$ cat src/rtl/uart_rx_pkg.sv
// uart_rx_pkg: shared defaults for the UART receive-side buffer.
//   DEFAULT_DATA_WIDTH : word width matching the receiver P_DATA
//   DEFAULT_DEPTH      : buffer entries (power of two, >= 2)
//   DEFAULT_ADDR_BITS  : log2(DEFAULT_DEPTH)
//   DEFAULT_PTR_WIDTH  : pointer width including the wrap bit
package uart_rx_pkg;

    localparam int unsigned DEFAULT_DATA_WIDTH = 8;
    localparam int unsigned DEFAULT_DEPTH      = 8;
    localparam int unsigned DEFAULT_ADDR_BITS  = $clog2(DEFAULT_DEPTH);
    localparam int unsigned DEFAULT_PTR_WIDTH  = DEFAULT_ADDR_BITS + 1;

endpackage

$ cat src/rtl/uart_rx_fifo_mem.sv
// fifo_mem: dual-port storage for uart_rx_fifo.
// Synchronous write port, asynchronous (combinational) read port.
// Ports:
//   clk      : write clock, rising edge
//   wr_en    : write strobe
//   wr_addr  : write address
//   wr_data  : write word
//   rd_addr  : read address
//   rd_data  : word stored at rd_addr
// The array is deliberately not reset.
module fifo_mem
    import uart_rx_pkg::*;
#(
    parameter int unsigned DATA_WIDTH = DEFAULT_DATA_WIDTH,
    parameter int unsigned DEPTH      = DEFAULT_DEPTH,
    parameter int unsigned ADDR_BITS  = DEFAULT_ADDR_BITS
) (
    input  logic                  clk,
    input  logic                  wr_en,
    input  logic [ADDR_BITS-1:0]  wr_addr,
    input  logic [DATA_WIDTH-1:0] wr_data,
    input  logic [ADDR_BITS-1:0]  rd_addr,
    output logic [DATA_WIDTH-1:0] rd_data
);

    logic [DATA_WIDTH-1:0] mem [DEPTH];

    always_ff @(posedge clk) begin
        if (wr_en) begin
            mem[wr_addr] <= wr_data;
        end
    end

    assign rd_data = mem[rd_addr];

endmodule

$ cat src/rtl/uart_rx_fifo.sv
// uart_rx_fifo: receive-side FWFT buffer downstream of the UART receiver.
// Ports:
//   CLK, RST     : clock (rising edge), asynchronous active-high reset
//   P_DATA       : received word, captured when DATA_VALID pulses
//   DATA_VALID   : one-cycle push strobe
//   RD_DATA      : head-of-buffer word (valid while RD_VALID)
//   RD_VALID     : buffer non-empty
//   RD_READY     : host accepts RD_DATA this cycle
//   FIFO_LEVEL   : registered entry count, 0..DEPTH
//   OVERFLOW     : sticky flag, a word was dropped while full
//   OVF_CLR      : synchronous clear of OVERFLOW (a same-cycle overflow wins)
//   ALMOST_FULL  : registered (next level >= AF_THRESH); only when
//                  UART_RX_FIFO_AF_EN is defined
module uart_rx_fifo
    import uart_rx_pkg::*;
#(
    parameter int unsigned DATA_WIDTH = DEFAULT_DATA_WIDTH,
    parameter int unsigned DEPTH      = DEFAULT_DEPTH,
    parameter int unsigned ADDR_BITS  = DEFAULT_ADDR_BITS,
    parameter int unsigned AF_THRESH  = 6
) (
    input  logic                  CLK,
    input  logic                  RST,
    input  logic [DATA_WIDTH-1:0] P_DATA,
    input  logic                  DATA_VALID,
    output logic [DATA_WIDTH-1:0] RD_DATA,
    output logic                  RD_VALID,
    input  logic                  RD_READY,
    output logic [ADDR_BITS:0]    FIFO_LEVEL,
    output logic                  OVERFLOW,
    input  logic                  OVF_CLR
`ifdef UART_RX_FIFO_AF_EN
    ,
    output logic                  ALMOST_FULL
`endif
);

    // Elaboration-time sanity checks on the configuration.
    if (DEPTH < 2 || DEPTH != (1 << ADDR_BITS)) begin : g_bad_depth
        $error("uart_rx_fifo: DEPTH must be a power of two >= 2 equal to 2**ADDR_BITS");
    end
    if (AF_THRESH < 1 || AF_THRESH > DEPTH) begin : g_bad_thresh
        $error("uart_rx_fifo: AF_THRESH must be in 1..DEPTH");
    end

    logic [ADDR_BITS:0] wr_ptr, rd_ptr;
    logic [ADDR_BITS:0] wr_ptr_next, rd_ptr_next;
    logic [ADDR_BITS:0] level_next;
    logic               empty, full;
    logic               push, pop, ovf_event;

    assign empty = (wr_ptr == rd_ptr);
    assign full  = (wr_ptr[ADDR_BITS-1:0] == rd_ptr[ADDR_BITS-1:0]) &&
                   (wr_ptr[ADDR_BITS] != rd_ptr[ADDR_BITS]);

    assign pop       = !empty && RD_READY;
    // A pop in the same cycle frees the slot, so a full buffer still accepts.
    assign push      = DATA_VALID && (!full || pop);
    assign ovf_event = DATA_VALID && full && !pop;

    always_comb begin
        wr_ptr_next = wr_ptr;
        rd_ptr_next = rd_ptr;
        if (push) begin
            wr_ptr_next = wr_ptr + 1'b1;
        end
        if (pop) begin
            rd_ptr_next = rd_ptr + 1'b1;
        end
        level_next = wr_ptr_next - rd_ptr_next;
    end

    always_ff @(posedge CLK or posedge RST) begin
        if (RST) begin
            wr_ptr     <= '0;
            rd_ptr     <= '0;
            FIFO_LEVEL <= '0;
            OVERFLOW   <= 1'b0;
        end else begin
            wr_ptr     <= wr_ptr_next;
            rd_ptr     <= rd_ptr_next;
            FIFO_LEVEL <= level_next;
            if (ovf_event) begin
                OVERFLOW <= 1'b1;
            end else if (OVF_CLR) begin
                OVERFLOW <= 1'b0;
            end
        end
    end

`ifdef UART_RX_FIFO_AF_EN
    localparam logic [ADDR_BITS:0] AF_LEVEL = AF_THRESH[ADDR_BITS:0];

    always_ff @(posedge CLK or posedge RST) begin
        if (RST) begin
            ALMOST_FULL <= 1'b0;
        end else begin
            ALMOST_FULL <= (level_next >= AF_LEVEL);
        end
    end
`endif

    assign RD_VALID = !empty;

    fifo_mem #(
        .DATA_WIDTH (DATA_WIDTH),
        .DEPTH      (DEPTH),
        .ADDR_BITS  (ADDR_BITS)
    ) u_mem (
        .clk     (CLK),
        .wr_en   (push),
        .wr_addr (wr_ptr[ADDR_BITS-1:0]),
        .wr_data (P_DATA),
        .rd_addr (rd_ptr[ADDR_BITS-1:0]),
        .rd_data (RD_DATA)
    );

endmodule

$ cat config.mk
export PLATFORM = sky130hd
export DESIGN_NAME = uart_rx_fifo
export DESIGN_NICKNAME = d
export VERILOG_FILES = /design/src/rtl/uart_rx_pkg.sv /design/src/rtl/uart_rx_fifo_mem.sv /design/src/rtl/uart_rx_fifo.sv
export SDC_FILE = /design/constraint.sdc
export NUM_CORES = 1
export LEC_CHECK = 0
export ABC_CLOCK_PERIOD_IN_PS = 2530
export CAP_MARGIN = 20
export CORE_UTILIZATION = 52
export CTS_CLUSTER_SIZE = 10
export DETAILED_ROUTE_END_ITERATION = 6
export GPL_ROUTABILITY_DRIVEN = 0
export MAX_ROUTING_LAYER = met4
export PLACE_DENSITY = 0.76
export SETUP_SLACK_MARGIN = 0.5
export SLEW_MARGIN = 25
export SYNTH_ARGS = -nofsm -noshare
export SYNTH_HDL_FRONTEND = slang
export SYNTH_SLANG_ARGS = --single-unit
$ cat constraint.sdc
create_clock -name CLK -period 2.53 [get_ports CLK]
set_input_delay 0.3795 -clock CLK [delete_from_list [all_inputs] [get_ports CLK]]
set_output_delay 0.3795 -clock CLK [all_outputs]
set_load 0.05 [all_outputs]
==> impl_metrics.ini, run 1 <==
[synthesis]
synth_commonest_cells = edfxtp_1 (64), mux4_2 (16), dfrtp_1 (13)
async_reset_ff_frac = 0.169
synth_top_area_frac = 0.587
ys_top_cells_by_area = edfxtp_1 (59%), mux4_2 (11%), dfrtp_1 (9.9%)
post-synth-top-area-cell = edfxtp_1
ys_seq_area_frac = 0.687
ys_ff_latch = 77
syn-cell-area_um2 = 3270
yosysWarningCount = 0
synth_nets = 187
avgSynthCellArea_um2 = 19.5
ys.flop_type = edfxtp_1
synth.most_common_cell = edfxtp_1
synth_cell_types = 35
synth-edff-count = 64
synth_cells = 168

[floorplanning]
core_um2 = 5990
die_area_um2 = 6620
die_x_um = 81.3
die_height_um = 81.3
ios = 27
rows = 28
initial_core_util = 0.546

[cts]
cts_hold_buf = 0
htree_num_levels = 3
root_buffer = clkbuf_8
cts_buffers = 9
clkLatencyLatePin_ps = 340
clock_sinks = 77
tritoncts = yes
clk_path_buf_depth = 2
clk_pin_slew_worst_paths_ps = 70

[critical_path]
path_max_fanout = 4
worstPathRequired_ps = 2740
timing.rr.start = wr_ptr[2]
cp-startpoint = wr_ptr[2]
critPathLaunchType = flip-flop
crit_type = reg -> reg
r2r-end = FIFO_LEVEL[3]
cp-end-kind = flip-flop
r2r_cells = 9
critPathCapture = FIFO_LEVEL[3]
reg2reg_setup_slack_ps = 30
worstPathArrival_ps = 2720

[routing]
drt_iter0_drc = 111
first_pass_iters = 4
num_vias = 1802
drt_wl_total_um = 6710
ant_nets = 0
post_drt_wl_per_cell_um = 21.4
drc = 0
viasPerCell = 5.74

[place]
dpl.hpwl_um = 3720
place_area_um2 = 3750
io_buffers = 26

[final_layout]
area_delta_synth_final_pct = 35.9
fin_area_um2 = 4450
antenna_cells = 0
fin_nets = 254
final_util = 0.742
drive_gt1_frac = 0.510

[global_route]
grt.total_usage = 0.217
grt_max_degree = 20
antenna_found_initial = 0
grt_pass1_vias = 1793
grt_overflow = 0
grt_first_pass_wirelength_um = 9430

[sta]
slew_violations = 0
max_slew_margin = 0.666
rsz0062_at_grt = true
holdWs_ps = 367
worst_pin_slew_ps = 500
clock_skew_ps = 8.14
fin_crit_ps = 2500
hold_viol = 0
finalSetupViolations = 0
max_freq_mhz = 400
fin_crit_sh = 0.989

[run_status]
status = completed

[run]
drv_cap = 0

[worst_hold_path]
hold_class = in -> async
cell usage in the layout (no fill, tap or decap), types with 3 or more instances in the layout:
master            n
inv_1             4
xor2_1            3
dfrtp_1          10
buf_6            13
buf_4            20
xor2_2            3
mux4_2           16
buf_8             9
ha_1              3
dfrtp_2           3
nor4b_4           3
clkdlybuf4s50_1  17
buf_16            3
edfxtp_1         64
buf_12            3
mux2_4            9
clkbuf_8          9
clkinvlp_4        3
xnor2_1           5
cell type report:
cell class / count / area [um^2]
sequential: 77 / 2250
fill: 321 / 1540
multi-input combinational: 76 / 1170
timing repair buffer: 65 / 744
clock buffer: 9 / 124
tap: 75 / 93.8
clock inverter: 6 / 41.3
inverter: 6 / 22.5
metal layers:
layer / share of wire / wire, um / GRT usage
met5: 0 / 0 / -
met4: 0.0079 / 53 / 0.0821
met3: 0.043 / 289 / 0.0607
met2: 0.55 / 3690 / 0.360
met1: 0.40 / 2680 / 0.252
worst min path at each step:
stage / startpoint / to / slack, ps / depth (start not counted)
after floorplan: RST / FIFO_LEVEL[0] / 260 / 1
after global placement: rd_ptr[3] / rd_ptr[3] / 510 / 1
after detailed placement: rd_ptr[3] / rd_ptr[3] / 520 / 1
after CTS: RST / OVERFLOW / 350 / 2
after global routing: RST / rd_ptr[3] / 410 / 2
final: RST / OVERFLOW / 370 / 2
logic make-up after synthesis:
logic type,count (synthesis),synth area share
xor+xnor,16,0.0562
compound gates,8,0.0256
buf+inv,15,0.0252
flops,77,0.687
simple gates,19,0.0340
mux,27,0.147
fa+ha+maj,6,0.0252
state kept, by name, summed over array words and instances (netlist names):
register and count:
u_mem.mem 64, OVERFLOW 1, rd_ptr 4, FIFO_LEVEL 4
wr_ptr 4
metrics by stage:
stage	setup TNS [ps]	cells	setup WS, ps
after floorplan	0	168	64.6
after global placement	0	280	50.6
after detailed placement	-15.9	280	-15.9
after CTS	0	310	45.3
after global routing	-73.2	314	-73.2
final	0	314	28.2
what timing repair did:
item	in CTS	in global routing
setup buffers	12	4
pin swaps	9	7
gates resized for setup	31	44
setup endpoints to repair	12	69
gates cloned	3	0
critical path, cell delays in order (launching register included):
cell and delay, ps:
dfrtp_1 410, xor2_2 210, or3_4 420, o21ai_4 170, mux2_4 330, ha_4 280
nand2_2 60, o21ai_2 130, xnor2_1 140, xnor3_1 230
Power of run 1 is not shown: default switching activity piles up to over one toggle a cycle in this logic, so the estimate is an artifact.
==> run 2, diff against run 1 <==
--- a/config.mk
+++ b/config.mk
@@ -18,3 +18,4 @@
 export SYNTH_ARGS = -nofsm -noshare
 export SYNTH_HDL_FRONTEND = slang
 export SYNTH_SLANG_ARGS = --single-unit
+export TNS_END_PERCENT = 5
==> run 2 against run 1 <==
Clock skew increased by 2.0 ps. Wire length decreased by 9.1%. Count of clock-buffer cells in the layout increased by 3. Register-to-register slack about the same. Non-clock buffer count decreased by 10. First-iteration DRC count decreased by 28%. Critical endpoint unchanged. Final area decreased by 8.6%. Cell count decreased by 2.9%.
==> impl_metrics.ini, run 2 (synthesis gave the netlist of run 1 again) <==
[run_status]
status = completed

[cts]
clk_pin_slew_worst_paths_ps = 80
htree_num_levels = 3
tritoncts = yes
root_buffer = clkbuf_8
cts_buffers = 9
cts_hold_buf = 0
clk_path_buf_depth = 2
clock_sinks = 77
clkLatencyLatePin_ps = 340

[critical_path]
cp-startpoint = wr_ptr[2]
timing.rr.start = wr_ptr[2]
worstPathArrival_ps = 2710
r2r_cells = 9
critPathLaunchType = flip-flop
worstPathRequired_ps = 2750
cp-end-kind = flip-flop
crit_type = reg -> reg
path_max_fanout = 4

[global_route]
grt.total_usage = 0.217
grt_pass1_vias = 1829
grt_max_degree = 20
grt_overflow = 0
grt_first_pass_wirelength_um = 9500
antenna_found_initial = 0

[power]
p_int_w = 0.00354
ir_worst_vdd_uv = 812
power_w = 0.00581
pwr-share-comb = 0.524
p_per_area_nw_per_um2 = 1430
p_sw_w = 0.00226
p_seq_frac = 0.308
switching_share = 0.390
clkPwrFrac = 0.168
power_leakage_nw = 1.45

[final_layout]
layout_common_cells = edfxtp_1 (64), buf_4 (36), clkdlybuf4s50_1 (17)
drive_gt1_frac = 0.417
fin_cells = 305
final_util = 0.679
area_delta_synth_final_pct = 24.3
fin_nets = 244
largest_reg_flops = 64
layout_commonest_cell = edfxtp_1
antenna_cells = 0
largest-register = u_mem.mem

[sta]
finalSetupTns_ps = 0
hold_viol = 0
worst_pin_slew_ps = 529
fin_crit_sh = 0.984
finalSetupViolations = 0
rsz0062_at_grt = true
clock_skew_ps = 10.1
slew_violations = 0
max_freq_mhz = 402
max_slew_margin = 0.647
fin_crit_ps = 2490

[floorplanning]
die_height_um = 81.3
ios = 27
die_x_um = 81.3
rows = 28
core_um2 = 5990
initial_core_util = 0.546
die_area_um2 = 6620

[routing]
drt_wl_total_um = 6100
viasPerCell = 5.57
post_drt_wl_per_cell_um = 20.0
first_pass_iters = 4
ant_nets = 0
drc = 0
drt_iter0_drc = 80
num_vias = 1699

[worst_hold_path]
hold_class = in -> async

[run]
drv_cap = 0

[place]
dpl.hpwl_um = 3940
io_buffers = 26
place_inst = 280
-- run 2: what timing repair did --
| action | CTS | global route |
|---|---|---|
| pin swaps | 9 | 9 |
| buffers inserted | 3 | 6 |
| gates cloned | 0 | 0 |
| setup endpoints to repair | 20 | 28 |
| gates resized for setup | 5 | 5 |
-- run 2: path summary, 6_finish.rpt --
kind,to,slack [ps]
worst min register to register,OVERFLOW,540
max in group asynchronous,rd_ptr[2],1800
worst max-delay path,FIFO_LEVEL[3],40
min in group CLK,OVERFLOW,540
worst min-delay path,FIFO_LEVEL[0],380
worst max register to register,FIFO_LEVEL[3],40
-- run 2: per-stage QoR --
stage                     setup WS, ps  cell area, um^2  hold WS, ps
after global routing             -94.1             4070          409
after floorplan                   64.5             3320          256
after detailed placement          4.40             3730          519
after CTS                         27.5             4000          376
after global placement            54.0             3730          514
final                             39.4             4070          375
-- run 2: per-layer routing --
layer / GRT usage / share of wire / up-vias
met5: - / 0 / -
met4: 0.0821 / 0.0071 / 0
met2: 0.350 / 0.53 / 60
met3: 0.0607 / 0.049 / 4
li1: - / - / 768
met1: 0.261 / 0.41 / 867
-- run 2: critical path, cell delays in order (launching register included) --
cell and delay [ps]:
dfrtp_1 410, xor2_2 180, or3_4 440, o211ai_1 210, xnor2_1 200, ha_1 330
a21oi_2 150, o21ai_2 70, xnor2_1 170, xnor3_1 230
-- run 2: layout make-up --
cell class	count	area (um^2)
sequential	77	2250
clock inverter	4	53.8
multi-input combinational	76	1020
clock buffer	12	165
fill	375	1920
timing repair buffer	55	467
inverter	6	22.5
tap	75	93.8
-- run 2: power groups by stage --
stage          Clock, W  Combinational (W)  Sequential (W)
6_report       0.000976            0.00304         0.00179
5_1_grt         0.00104            0.00328         0.00181
4_1_cts        0.000995            0.00291         0.00179
3_5_place_dp          0            0.00274         0.00181
3_3_place_gp          0            0.00269         0.00178
2_1_floorplan         0            0.00194         0.00191
No activity file was read; power rests on OpenSTA's default activity.
==> run 3, diff against run 2 <==
--- a/config.mk
+++ b/config.mk
@@ -8,6 +8,7 @@
 export ABC_CLOCK_PERIOD_IN_PS = 2530
 export CAP_MARGIN = 20
 export CORE_UTILIZATION = 52
+export CTS_BUF_LIST = sky130_fd_sc_hd__clkbuf_8 sky130_fd_sc_hd__clkbuf_16
 export CTS_CLUSTER_SIZE = 10
 export DETAILED_ROUTE_END_ITERATION = 6
 export GPL_ROUTABILITY_DRIVEN = 0
==> results of run 3 <==
No change in the layout: final DEF, timing and power equal those of run 2.
==> edit (settings of run 3) <==
The package constant `DEFAULT_DATA_WIDTH` goes from 8 to 6.
--- a/src/rtl/uart_rx_pkg.sv
+++ b/src/rtl/uart_rx_pkg.sv
@@ -5,7 +5,7 @@
 //   DEFAULT_PTR_WIDTH  : pointer width including the wrap bit
 package uart_rx_pkg;
 
-    localparam int unsigned DEFAULT_DATA_WIDTH = 8;
+    localparam int unsigned DEFAULT_DATA_WIDTH = 6;
     localparam int unsigned DEFAULT_DEPTH      = 8;
     localparam int unsigned DEFAULT_ADDR_BITS  = $clog2(DEFAULT_DEPTH);
     localparam int unsigned DEFAULT_PTR_WIDTH  = DEFAULT_ADDR_BITS + 1;
Ports: changed (resized P_DATA and RD_DATA); port bits go from 27 to 23. No check against the original RTL was run, so the function may have changed too.
==> edit against run 3 <==
The run now ends with setup timing left; final area down 12%; fmax down 2.8%; routed wire length fell by 11%; cell count is 12% lower; first-iteration DRC count increased by 34%; worst setup slack got worse by 72 ps; die area is 17% lower; sequential cell count shrank 16; area after synthesis fell by 17%; critical path type unchanged.
Power is not shown: default switching activity piles up to over one toggle a cycle in this logic, so the estimate is an artifact.
==> edit: results (changes against run 3) <==
RUN STATUS
-----------------------------------------------------------------------------------------------------------------
Run status                                                                                           finished with violations   was completed
Violated checks                                                                                      setup timing

FINISH
-----------------------------------------------------------------------------------------------------------------
Number of standard cells in the layout, taps in and fillers out                                               268   was 305
Share of cells above drive strength 1                                                                       44.8%   was 41.7%
Number of fillers in the final layout                                                                         298   was 375
Final net count                                                                                               214   was 244
Largest register FFs                                                                                           48   was 64
Sequential cell area in the final layout                                                                 1770 µm²   was 2250 µm²

GLOBAL ROUTING
-----------------------------------------------------------------------------------------------------------------
Global routing usage on met1                                                                                25.3%   was 26.1%
Number of global-route vias before repair                                                                   1,526   was 1,829
Met3 track demand over resource in global routing                                                           4.07%   was 6.07%
Total track usage                                                                                           21.2%   was 21.7%
Maximum number of pins on one net before global-route repair                                                   16   was 20
Global-route wire length before repair                                                                    7730 µm   was 9500 µm
Routing usage on met2                                                                                       34.4%   was 35.0%

STA
-----------------------------------------------------------------------------------------------------------------
Final setup margin                                                                                       -32.8 ps   was 39.4 ps
Post-route clock skew                                                                                     6.55 ps   was 10.1 ps
Setup-failing EPs final                                                                                         1   was 0
Final-layout worst hold slack                                                                              372 ps   was 375 ps
Sum Neg Setup Slack                                                                                      -32.8 ps   was 0 ps
Relative slew slack                                                                                         65.5%   was 64.7%

YOSYS
-----------------------------------------------------------------------------------------------------------------
Nets in the synthesized netlist                                                                               163   was 187
Multiplexer share of the synthesized area                                                                   13.9%   was 14.7%
Share of the synthesized netlist area taken by xor and xnor gates                                           7.20%   was 5.62%
Gate Count Post-Synth                                                                                         146   was 168
Complex-gate fraction of the synthesized area                                                               3.09%   was 2.56%
Arithmetic-cell share of the synthesized area counting full adders, half adders and majority gates          3.05%   was 2.52%
Post-synth top cells                                                                                 48 x sky130_fd_sc_hd__edfxtp_1, 13 x sky130_fd_sc_hd__dfrtp_1, 10 x sky130_fd_sc_hd__mux4_2   was 64 x sky130_fd_sc_hd__edfxtp_1, 16 x sky130_fd_sc_hd__mux4_2, 13 x sky130_fd_sc_hd__dfrtp_1
Share of synthesized registers carrying an async set or reset                                               21.3%   was 16.9%
Count of unique library cells instantiated by Yosys                                                            38   was 35

ROUTE
-----------------------------------------------------------------------------------------------------------------
Post-Route WL                                                                                             5420 µm   was 6100 µm
Length of routed wiring on met1                                                                           2290 µm   was 2510 µm
Met2 Routed Length                                                                                        2890 µm   was 3250 µm
Average via count per standard cell                                                                          5.42   was 5.57
Met3 Wirelength                                                                                            150 µm   was 299 µm
Initial DRC Count                                                                                             107   was 80

PLACE
-----------------------------------------------------------------------------------------------------------------
Area of placed instances                                                                                 3070 µm²   was 3730 µm²
HPWL reported at the end of detailed placement                                                            3220 µm   was 3940 µm
Pre-CTS WS                                                                                               -47.9 ps   was 4.40 ps
Port Buffer Count                                                                                              22   was 26

SETUP PATH
-----------------------------------------------------------------------------------------------------------------
Arrival time at the worst endpoint                                                                        2770 ps   was 2710 ps

## edit: area by class of cell
class	count	share of cell area, %
sequential	61	49.6
timing repair buffer	49	13.7
clock inverter	6	2.25
tap	67	2.35
multi-input combinational	70	27.9
clock buffer	9	3.48
inverter	6	0.632
## edit: cell families after synthesis
| logic type | count (synthesis) |
|---|---|
| AOI/OAI and AO/OA | 8 |
| muxes | 21 |
| adders and majority gates | 6 |
| xor gates and xnor gates | 16 |
| and+or+nand+nor | 19 |
| DFF | 61 |
| buffers and inverters | 15 |
## edit: final timing paths
check,start,to,cells after the start
setup / recovery,rd_ptr[0]$_DFF_PP0_,FIFO_LEVEL[3]$_DFF_PP0_,9
hold / removal,RST,OVERFLOW$_DFFE_PP0P_,2
setup reg to reg,rd_ptr[0]$_DFF_PP0_,FIFO_LEVEL[3]$_DFF_PP0_,9
hold reg to reg,OVERFLOW$_DFFE_PP0P_,OVERFLOW$_DFFE_PP0P_,2
max in group asynchronous,RST,rd_ptr[2]$_DFF_PP0_,2
min in group CLK,OVERFLOW$_DFFE_PP0P_,OVERFLOW$_DFFE_PP0P_,2
## edit: repair_timing
action	CTS	global route
gates resized for setup	3	46
setup buffers	1	9
endpoints found under the setup margin	9	52
pin swaps	1	8
## edit: critical path, stage by stage (launching register included)
cell and delay (ps):
sky130_fd_sc_hd__dfrtp_1 410, sky130_fd_sc_hd__xor2_2 200, sky130_fd_sc_hd__or3_4 440, sky130_fd_sc_hd__o21ai_4 200, sky130_fd_sc_hd__mux2_4 320, sky130_fd_sc_hd__ha_1 270
sky130_fd_sc_hd__nand2_1 60, sky130_fd_sc_hd__o21ai_2 130, sky130_fd_sc_hd__xnor2_1 150, sky130_fd_sc_hd__xnor3_1 240
